$ cat src/rtl/bus_arbiter.sv
`default_nettype none
// ============================================================================
// Module   : bus_arbiter
// Purpose  : Shares one memory-mapped bus between NUM_REQ masters (port 0 =
//            bootloader, 1 = CPU data, 2 = spare). Round-robin arbitration,
//            boot_lock restricts eligibility to master 0, and a per-transaction
//            timeout aborts transfers that a slave never acknowledges.
// Ports    : clk, rst (async, active-high)
//            m_read/m_write/m_addr/m_wdata : packed per-master requests
//            m_ack/m_err/m_rdata           : per-master completion/response
//            boot_lock                     : only master 0 may win arbitration
//            grant/busy                    : registered owner / in-flight flag
//            read_o/write_o/addr_o/data_o  : registered bus-side strobes
//            data_i/ack_i                  : bus-side response
// Revision : 1.0 - initial release
// ============================================================================
module bus_arbiter #(
    parameter int NUM_REQ = 3,
    parameter int ADDR_W  = 32,
    parameter int DATA_W  = 32,
    parameter int TIMEOUT = 255
) (
    input  logic                      clk,
    input  logic                      rst,
    input  logic [NUM_REQ-1:0]        m_read,
    input  logic [NUM_REQ-1:0]        m_write,
    input  logic [NUM_REQ*ADDR_W-1:0] m_addr,
    input  logic [NUM_REQ*DATA_W-1:0] m_wdata,
    output logic [NUM_REQ-1:0]        m_ack,
    output logic [NUM_REQ-1:0]        m_err,
    output logic [DATA_W-1:0]         m_rdata,
    input  logic                      boot_lock,
    output logic [NUM_REQ-1:0]        grant,
    output logic                      busy,
    output logic                      read_o,
    output logic                      write_o,
    output logic [ADDR_W-1:0]         addr_o,
    output logic [DATA_W-1:0]         data_o,
    input  logic [DATA_W-1:0]         data_i,
    input  logic                      ack_i
);

    localparam int c_PTR_W = $clog2(NUM_REQ);
    // Keep at least one bit so the counter exists when the timeout is disabled.
    localparam int c_CNT_W = (TIMEOUT > 0) ? $clog2(TIMEOUT + 1) : 1;
    localparam logic [c_CNT_W-1:0] c_CNT_LAST = (TIMEOUT > 0) ? c_CNT_W'(TIMEOUT - 1) : '0;
    localparam logic [NUM_REQ-1:0] c_ONE      = {{(NUM_REQ-1){1'b0}}, 1'b1};

    typedef enum logic [0:0] {
        S_IDLE = 1'b0,
        S_BUSY = 1'b1
    } state_t;

    state_t               r_state;
    logic [c_PTR_W-1:0]   r_ptr;
    logic [c_PTR_W-1:0]   r_gidx;
    logic [c_CNT_W-1:0]   r_cnt;

    logic [NUM_REQ-1:0]   w_req;
    logic [NUM_REQ-1:0]   w_elig;
    logic                 w_any;
    logic [c_PTR_W-1:0]   w_win;
    int                   w_idx;
    logic                 w_timeout;
    logic                 w_done;

    // Round-robin pick: scan downwards so the last hit written is the one
    // closest after r_ptr, i.e. the highest-priority eligible requester.
    always_comb begin
        w_req  = m_read | m_write;
        w_elig = boot_lock ? (w_req & c_ONE) : w_req;
        w_any  = 1'b0;
        w_win  = '0;
        w_idx  = 0;
        for (int i = NUM_REQ; i >= 1; i--) begin
            w_idx = (int'(r_ptr) + i) % NUM_REQ;
            if (w_elig[w_idx[c_PTR_W-1:0]]) begin
                w_any = 1'b1;
                w_win = w_idx[c_PTR_W-1:0];
            end
        end
    end

    // Timeout fires on the TIMEOUT-th BUSY cycle; a real ack that cycle wins.
    always_comb begin
        w_timeout = (TIMEOUT != 0) && (r_state == S_BUSY) && (r_cnt == c_CNT_LAST);
        w_done    = (r_state == S_BUSY) && (ack_i || w_timeout);
        m_ack     = w_done ? grant : '0;
        m_err     = (w_timeout && !ack_i) ? grant : '0;
        m_rdata   = data_i;
    end

    always_ff @(posedge clk or posedge rst) begin
        if (rst) begin
            r_state <= S_IDLE;
            r_ptr   <= c_PTR_W'(NUM_REQ - 1);
            r_gidx  <= '0;
            r_cnt   <= '0;
            grant   <= '0;
            busy    <= 1'b0;
            read_o  <= 1'b0;
            write_o <= 1'b0;
            addr_o  <= '0;
            data_o  <= '0;
        end else begin
            case (r_state)
                S_IDLE: begin
                    // ack_i is deliberately ignored here.
                    if (w_any) begin
                        r_state <= S_BUSY;
                        r_gidx  <= w_win;
                        r_cnt   <= '0;
                        grant   <= c_ONE << w_win;
                        busy    <= 1'b1;
                        // Write takes precedence when both strobes are requested.
                        write_o <= m_write[w_win];
                        read_o  <= ~m_write[w_win];
                        addr_o  <= m_addr[w_win*ADDR_W +: ADDR_W];
                        data_o  <= m_wdata[w_win*DATA_W +: DATA_W];
                    end
                end
                S_BUSY: begin
                    if (w_done) begin
                        r_state <= S_IDLE;
                        r_ptr   <= r_gidx;
                        grant   <= '0;
                        busy    <= 1'b0;
                        read_o  <= 1'b0;
                        write_o <= 1'b0;
                        addr_o  <= '0;
                        data_o  <= '0;
                    end else begin
                        r_cnt <= r_cnt + 1'b1;
                    end
                end
                default: r_state <= S_IDLE;
            endcase
        end
    end

endmodule
`default_nettype wire
$ cat config.mk
export PLATFORM = sky130hd
export DESIGN_NAME = bus_arbiter
export DESIGN_NICKNAME = d
export VERILOG_FILES = /design/src/rtl/bus_arbiter.sv
export SDC_FILE = /design/constraint.sdc
export NUM_CORES = 1
export LEC_CHECK = 0
export CORE_AREA = 2 2 133 135
export DETAILED_ROUTE_END_ITERATION = 7
export DIE_AREA = 0 0 135 137
export PLACE_DENSITY = 0.79
export SYNTH_ARGS = -nofsm -noshare
export SYNTH_HDL_FRONTEND = slang
export SYNTH_SLANG_ARGS = --single-unit
$ cat constraint.sdc
create_clock -name clk -period 4.9 [get_ports clk]
set_clock_uncertainty 0.05 [all_clocks]
set_input_delay 0.98 -clock clk [delete_from_list [all_inputs] [get_ports clk]]
set_output_delay 0.98 -clock clk [all_outputs]
set_load 0.01 [all_outputs]
# == After elaboration in Yosys (flattened, before gate mapping) ==
# Index checks and enable logic that the tools add are counted.
# word_totals
reg_bits,83
output_inout_bits,108
# op_classes
shift,3
n_bitwise,3
div_mod_pow,3
n_lt_le_gt_ge,4
addsub,4
muxes,38
reduce_logical,9
n_eq_ne,4
# ops
cell,n
96-bit by 8-bit variable part select with 32-bit output,2
32-bit one-hot mux with 2 select lines,2
"32-bit by 3-bit modulo with 32-bit output, second input constant",3
32-bit 2-to-1 mux,3
8-bit 2-to-1 mux,2
8-bit one-hot mux with 2 select lines,1
3-bit 2-to-1 mux,5
1-bit 2-to-1 mux,13
"2-bit by 3-bit less-than comparator with 1-bit output, second input constant",4
"8-bit by 1-bit adder with 8-bit output, second input constant",1
1-bit binary-select mux with 2-bit select,4
"8-bit == test, second input constant",1
1-bit one-hot mux with 2 select lines,4
2-bit AND reduction,4
"2-bit by 2-bit adder with 3-bit output, second input constant",2
2-bit 2-to-1 mux,3
3-bit one-hot mux with 2 select lines,1
"2-bit inequality test, second input constant",2
"2-bit by 1-bit adder with 3-bit output, second input constant",1
1-bit logical AND,3
3-bit OR,1
"1-bit by 2-bit left shift with 3-bit output, first input constant",1
"2-bit by 1-bit inequality test with 1-bit output, second input constant",1
1-bit inverter,2
2 further kinds,2

# == Depth between registers and ports, before layout ==
# Gate-level depths: netlist of the first run.
# depth
ltp_word,12
ltp_mapped,10

# == Least setup slack after synthesis of the first run ==
# Ideal clock, no wire load.
# synth_path
path_kind,register to output
start,reg r_cnt[0]
end,out m_ack[0]
t_required_ns,3.870
arrival_time_ns,1.607
stages_incl_launch_ff,9
path_slack_ns,2.263
n_path_buf,2
path_cell_list,dfrtp_1 inv_1 ha_1 and3_1 and3_1 clkbuf_1 o21ai_1 clkbuf_1 nor2_1
# synth_between
elab_chain_cells,5
# synth_rtl
item,line_no,rtl
"start, declared",57,logic [c_CNT_W-1:0] r_cnt;
"start signal, assigned",133,r_cnt <= r_cnt + 1'b1;
8-bit == test,86,w_timeout = (TIMEOUT != 0) && (r_state == S_BUSY) && (r_cnt == c_CNT_LAST);
1-bit logical AND,86,
1-bit logical OR,87,w_done = (r_state == S_BUSY) && (ack_i || w_timeout);
1-bit logical AND,87,
3-bit 2-to-1 mux,88,m_ack = w_done ? grant : '0;
"end, declared",29,"output logic [NUM_REQ-1:0] m_ack,"
# No other way between the ends.

# == Final worst setup path of the first run ==
# layout_path
start,in ack_i
end,out m_err[0]
# layout_between
elab_chain_cells,3
# layout_rtl
item,line_no,rtl
"start, declared",40,input logic ack_i
1-bit logical NOT,89,m_err = (w_timeout && !ack_i) ? grant : '0;
1-bit logical AND,89,
3-bit 2-to-1 mux,89,
"end, declared",30,"output logic [NUM_REQ-1:0] m_err,"
# No other way between the ends.

==> results of run 1 <==
## cell type report
class | count | area, µm² | share of cell area, %
timing repair buffer | 286 | 2850 | 34.8
multi-input combinational | 356 | 2650 | 32.3
sequential | 83 | 2080 | 25.4
tap | 225 | 282 | 3.44
clock buffer | 12 | 246 | 3.01
clock inverter | 4 | 50.0 | 0.611
inverter | 9 | 35.0 | 0.428
## how the worst max path moves through the flow
stage,from,endpoint,slack (ns),depth (start not counted)
finish,ack_i,m_err[0],1.35,4
global route,ack_i,m_err[0],1.24,4
CTS,ack_i,m_err[0],1.34,4
floorplan,rst,addr_o[0],1.73,1
detailed placement,boot_lock,addr_o[23],1.24,7
global placement,boot_lock,addr_o[26],1.29,7
## flip-flops by register name (all words and copies together), names as in the netlist
signal / flops
r_state: 1
grant: 3
data_o: 32
write_o: 1
read_o: 1
r_cnt: 8
busy: 1
addr_o: 32
r_ptr: 2
r_gidx: 2
## cells in the mapped netlist (3+ instances only)
cell,instances,area [µm²]
nand2_1,84,315
ha_1,4,50.1
buf_6,13,146
nor2_1,15,56.3
inv_1,9,33.8
and2_1,64,400
buf_4,39,293
o21ai_0,3,15.0
clkbuf_1,15,56.3
mux2i_1,69,691
nor3_1,5,25.0
mux2_2,3,33.8
o21bai_1,3,22.5
dfrtp_1,82,2050
xnor2_1,3,26.3
nand4_1,3,18.8
a222oi_1,64,641
buf_2,7,35.0
xor2_1,3,26.3
and3_1,6,37.5
## metrics by stage
step / hold WS, ns / area (µm²) / utilization [%] / worst slack (ns)
after floorplan: 0.404 / 5280 / - / 1.73
after global placement: 0.415 / 7900 / 46.3 / 1.29
after detailed placement: 0.425 / 7900 / 46.3 / 1.24
after CTS: 0.439 / 8190 / 48.0 / 1.34
after global routing: 0.465 / 8190 / 48.0 / 1.24
final: 0.434 / 8190 / 48.0 / 1.35
## per-layer routing
layer | GRT usage, % | vias to the layer above | part of all wire, %
li1 | - | 2338 | -
met1 | 21.8 | 2455 | 39
met2 | 31.9 | 228 | 50
met3 | 5.37 | 37 | 8.2
met4 | 7.87 | 0 | 2.6
met5 | 0 | - | 0
## cells by family (layout without fill, tap and decap cells)
| group | after synthesis | count (layout) |
|---|---|---|
| flops | 83 | 83 |
| simple gates | 186 | 186 |
| mux | 73 | 73 |
| fa+ha+maj | 4 | 4 |
| buf+inv | 87 | 311 |
| xor+xnor | 6 | 6 |
| compound gates | 87 | 87 |
## power breakdown
part | switching, mW | internal (mW)
logic | 1.42 | 1.29
clock network | 0.280 | 0.409
registers | 0.176 | 0.988
## worst max-delay path: cells and delay by family
kind                   cells  cell delay (ns)
buffers and inverters      2             1.04
and+or+nand+nor            2             0.50
==> results.yml, run 1 <==
floorplan:
  placement_rows: 48
  ios: 342
  initial_utilization_pct: 30.9
  fp.dieH_um: 137
  core_area_um2: 17100
  die_area_um2: 18500
  die_w_um: 135
clock_tree:
  htree_levels: 3
  cts_buffers: 9
  insertion_delay_ns: 0.34
  post_cts_buffers: 0
  postCtsHoldBufs: 0
  clock_path_buffers: 2
  tritoncts: "done"
  cts_resized: 0
  clock-sinks: 83
  clkTransAtPathRegs_ns: 0.06
  cts_root_buffer: "clkbuf_16"
worst_setup_path:
  r2r-end: "data_o[14]"
  crit_type: "in -> out"
  path_cells: "clkdlybuf4s50_1, nor2b_1, and3_1, clkdlybuf4s50_1"
  endpoint_kind: "primary output"
  critPathSlowestCell: "clkdlybuf4s50_1"
  cp_max_fo: 5
  start_kind: "input port"
  cpMostUsedCell: "clkdlybuf4s50_1"
  ff2ff_setup_slack_ns: 1.93
  cp.arrival_ns: 2.52
  worstReg2RegStart: "r_ptr[1]"
  worst-endpoint-required_ns: 3.87
  r2r_cells: 7
  max_stage_delay_ns: 0.53
finish:
  nNetsFinal: 983
  n_fill_cell: 1611
  n_antenna_cell: 0
  area_growth_pct: 55.2
  instances_no_fill: 975
  final_common_cell: "clkdlybuf4s50_1"
  final_cell_mix: "277 x clkdlybuf4s50_1, 84 x nand2_1, 82 x dfrtp_1"
  drive_gt1_share_pct: 5.47
synthesis:
  yosys.area_share.simple_pct: 17.6
  syn-cell-area_um2: 5280
  syn_avg_cell_area_um2: 10.0
  synth_top_family_by_area: "simple AND/OR/NAND/NOR gates"
  ys_seq_area_share_pct: 39.4
  synthXorXnorAreaFrac_pct: 0.995
  synth_edf_count: 0
  async_flop_share_pct: 100
  synth_ff_type: "dfrtp_1"
  synth_fp_nets: 764
  yosys.area_share.adder_pct: 0.948
  netlist_instances: 526
  ys_ff_latch: 83
  yosys_warnings: 0
  synthDistinctLibCells: 47
  synth-compound-area-share_pct: 16.1
  synth.area.mux_share_pct: 13.9
detailed_routing:
  vias: 5058
  drcViolationCount: 0
  vias_per_cell: 5.19
  ant_nets: 0
  drt_iter0_markers: 430
  wire_per_inst_um: 17.8
  wl_um: 17300
  drtPass1Iterations: 8
placed_design:
  dp_hpwl_um: 12600
  dp_cells: 959
  gp_congestion: 0.816
  io_buffers: 277
power:
  finalPower_mw: 4.57
  ir_worst_vdd_uv: 356
  p_per_area_nw_per_um2: 558
  p_leak_nw: 3.61
global_route:
  grt-ovfl-total: 0
  grt_start_max_net_pins: 66
  antenna_found_initial: 0
  grt_pass1_vias: 5141
  grt.total_usage_pct: 18.6
  grt_pass1_wl_um: 26800
timing:
  rsz0062_at_grt: "false"
  hold_viol_final: 0
  slew_violations: 0
  max_slew_margin_pct: 26.5
  fmax_ghz: 0.282
  finalSetupTns_ns: 0
  setup_viol: 0
  layout_min_cycle_time_ns: 3.55
  fin_crit_sh_pct: 72.4
  worstMarginPinSlew_ns: 1.10
hold_path:
  hp-start: "r_gidx[0]"
  holdPathStages: 1
  whs_endpoint: "r_gidx[0]"
  hold_path.class: "reg -> reg"
status:
  status: "completed"
job:
  drv_cap: 0
Power figures use the tool's default switching activity.
==> run 2, diff against run 1 <==
--- a/config.mk
+++ b/config.mk
@@ -5,9 +5,9 @@
 export SDC_FILE = /design/constraint.sdc
 export NUM_CORES = 1
 export LEC_CHECK = 0
-export CORE_AREA = 2 2 133 135
+export CORE_AREA = 2 2 134 136
 export DETAILED_ROUTE_END_ITERATION = 7
-export DIE_AREA = 0 0 135 137
+export DIE_AREA = 0 0 136 138
 export PLACE_DENSITY = 0.79
 export SYNTH_ARGS = -nofsm -noshare
 export SYNTH_HDL_FRONTEND = slang
==> constraint.sdc (replaced) <==
create_clock -name clk -period 3.58 [get_ports clk]
set_clock_uncertainty 0.05 [all_clocks]
set_input_delay 0.716 -clock clk [delete_from_list [all_inputs] [get_ports clk]]
set_output_delay 0.716 -clock clk [all_outputs]
set_load 0.01 [all_outputs]
==> run 2 against run 1 <==
Compared with the run above: sequential share of layout area stayed put; total power up 35%; wire length is 2.1% lower; final cell count is 0.21% higher; via count decreased by 1.2%; critical endpoint is now m_ack[1]; die area is 1.5% higher; flip-flop and latch count unchanged.
==> results.yml, run 2 (same netlist as run 1, synthesis figures left out) <==
power:
  comb_power_share_pct: 60.4
  internal-power_mw: 3.63
  sw_frac_of_total_pct: 41.3
  ir_worst_vdd_uv: 508
  switchingPower_mw: 2.55
  pwr-share-seq_pct: 25.9
  p_per_area_nw_per_um2: 754
  p_leak_nw: 3.60
  p_clk_share_pct: 13.7
timing:
  max_slew_margin_pct: 45.9
  hold_viol_final: 0
  slew_violations: 0
  worstMarginPinSlew_ns: 0.812
  finalSetupTns_ns: 0
  setup_viol: 0
  fin_crit_sh_pct: 83.8
  layout_min_cycle_time_ns: 3.00
  fmax_ghz: 0.333
  rsz0062_at_grt: "false"
worst_setup_path:
  critPathLaunch: "r_cnt[0]"
  cpMostUsedCell: "and3_1"
  crit_type: "reg -> out"
  worst-endpoint-required_ns: 2.81
  path_cells: "inv_1, ha_1, and3_1, and3_1, o21ai_4, nor2_1, clkdlybuf4s50_1"
  crit_end: "m_ack[1]"
  cp_num_buf_inv: 2
  cp_max_fo: 8
  worstReg2RegStart: "r_ptr[1]"
  start_kind: "flip-flop"
  r2r_cells: 7
  ff2ff_setup_slack_ns: 0.88
  endpoint_kind: "primary output"
  critPathSlowestCell: "clkdlybuf4s50_1"
  cp_top_family: "buffers and inverters"
  crit_cells: 7
  cp.arrival_ns: 2.24
  r2r-end: "addr_o[26]"
  max_stage_delay_ns: 0.55
global_route:
  grt-ovfl-total: 0
  grt_pass1_wl_um: 27000
  antenna_found_initial: 1
  grt_pass1_vias: 5153
  grt_start_max_net_pins: 73
  grt.total_usage_pct: 18.0
clock_tree:
  cts_resized: 0
  clock_path_buffers: 2
  cts_root_buffer: "clkbuf_16"
  insertion_delay_ns: 0.34
  postCtsHoldBufs: 0
  post_cts_buffers: 0
  cts_buffers: 9
  clkTransAtPathRegs_ns: 0.06
  tritoncts: "done"
  clock-sinks: 83
  htree_levels: 3
detailed_routing:
  ant_nets: 0
  drt_iter0_markers: 352
  wire_per_inst_um: 17.3
  drtPass1Iterations: 6
  wl_um: 16900
  wl_met1_um: 7060
  wl_met2_um: 8090
  wl_met3_um: 1390
  vias_per_cell: 5.11
  vias: 4996
  drcViolationCount: 0
  dr.max_layer_used: "met5"
finish:
  nNetsFinal: 982
  n_antenna_cell: 0
  fin_util_pct: 46.7
  final_cell_mix: "277 x clkdlybuf4s50_1, 84 x nand2_1, 82 x dfrtp_1"
  area_growth_pct: 55.2
  drive_gt1_share_pct: 5.21
  final_common_cell: "clkdlybuf4s50_1"
  largest_registers: "addr_o: 32 flops, data_o: 32 flops, r_cnt: 8 flops"
floorplan:
  die_area_um2: 18800
  initial_utilization_pct: 30.1
  core_area_um2: 17500
  die_w_um: 136
  fp.dieH_um: 138
  placement_rows: 49
  ios: 342
hold_path:
  holdPathStages: 2
  hold_path.class: "reg -> reg"
placed_design:
  io_buffers: 277
  dp_hpwl_um: 12100
  gp_congestion: 0.832
job:
  drv_cap: 0
status:
  status: "completed"
## run 2: cell types whose count changed in the layout (fill, tap and decap cells not counted), sizes merged
cell / change
buf: -1
bufinv: -1
clkbuf: -1
clkinv: +1
## run 2: layout make-up
type	instances	area (µm²)
clock buffers	11	233
clock inverters	4	28.8
fillers	1672	9340
inverters	9	35.0
multi-input cells	356	2650
flip-flops and latches	83	2080
well taps	229	287
repair buffers	285	2880
## run 2: metrics by stage
step | std cells | area (µm²) | total power, mW | setup slack, ns | hold WS (ns)
after floorplan | 526 | 5280 | 4.00 | 0.679 | 0.404
after global placement | 962 | 7930 | 5.29 | 0.427 | 0.412
after detailed placement | 962 | 7930 | 5.37 | 0.390 | 0.430
after CTS | 977 | 8190 | 6.26 | 0.556 | 0.444
after global routing | 977 | 8190 | 6.60 | 0.395 | 0.475
final | 977 | 8190 | 6.18 | 0.579 | 0.439
## run 2: worst min-delay path by stage
stage	from	to	slack, ns
6_report	busy	busy	0.44
5_1_grt	r_gidx[0]	r_gidx[0]	0.47
4_1_cts	r_gidx[0]	r_gidx[0]	0.44
3_5_place_dp	r_gidx[0]	r_gidx[0]	0.43
3_3_place_gp	busy	busy	0.41
2_1_floorplan	r_gidx[0]	r_gidx[0]	0.40
## run 2: tightest hold or removal path, stage by stage (launching register included)
cell,delay [ns]
dfrtp_1,0.35
nand2_1,0.05
nand2_1,0.06
## run 2: metal layers
layer,global-route usage [%],up-vias
met3,4.80,27
li1,-,2339
met4,7.35,2
met5,0,-
met1,22.6,2406
met2,29.4,222
## run 2: power by group through the flow
stage	clock [mW]	sequential (mW)	combinational, mW
floorplan	0	1.73	2.27
global placement	0	1.60	3.69
detailed placement	0	1.61	3.76
CTS	0.883	1.61	3.77
global route	0.915	1.65	4.03
finish	0.846	1.60	3.73
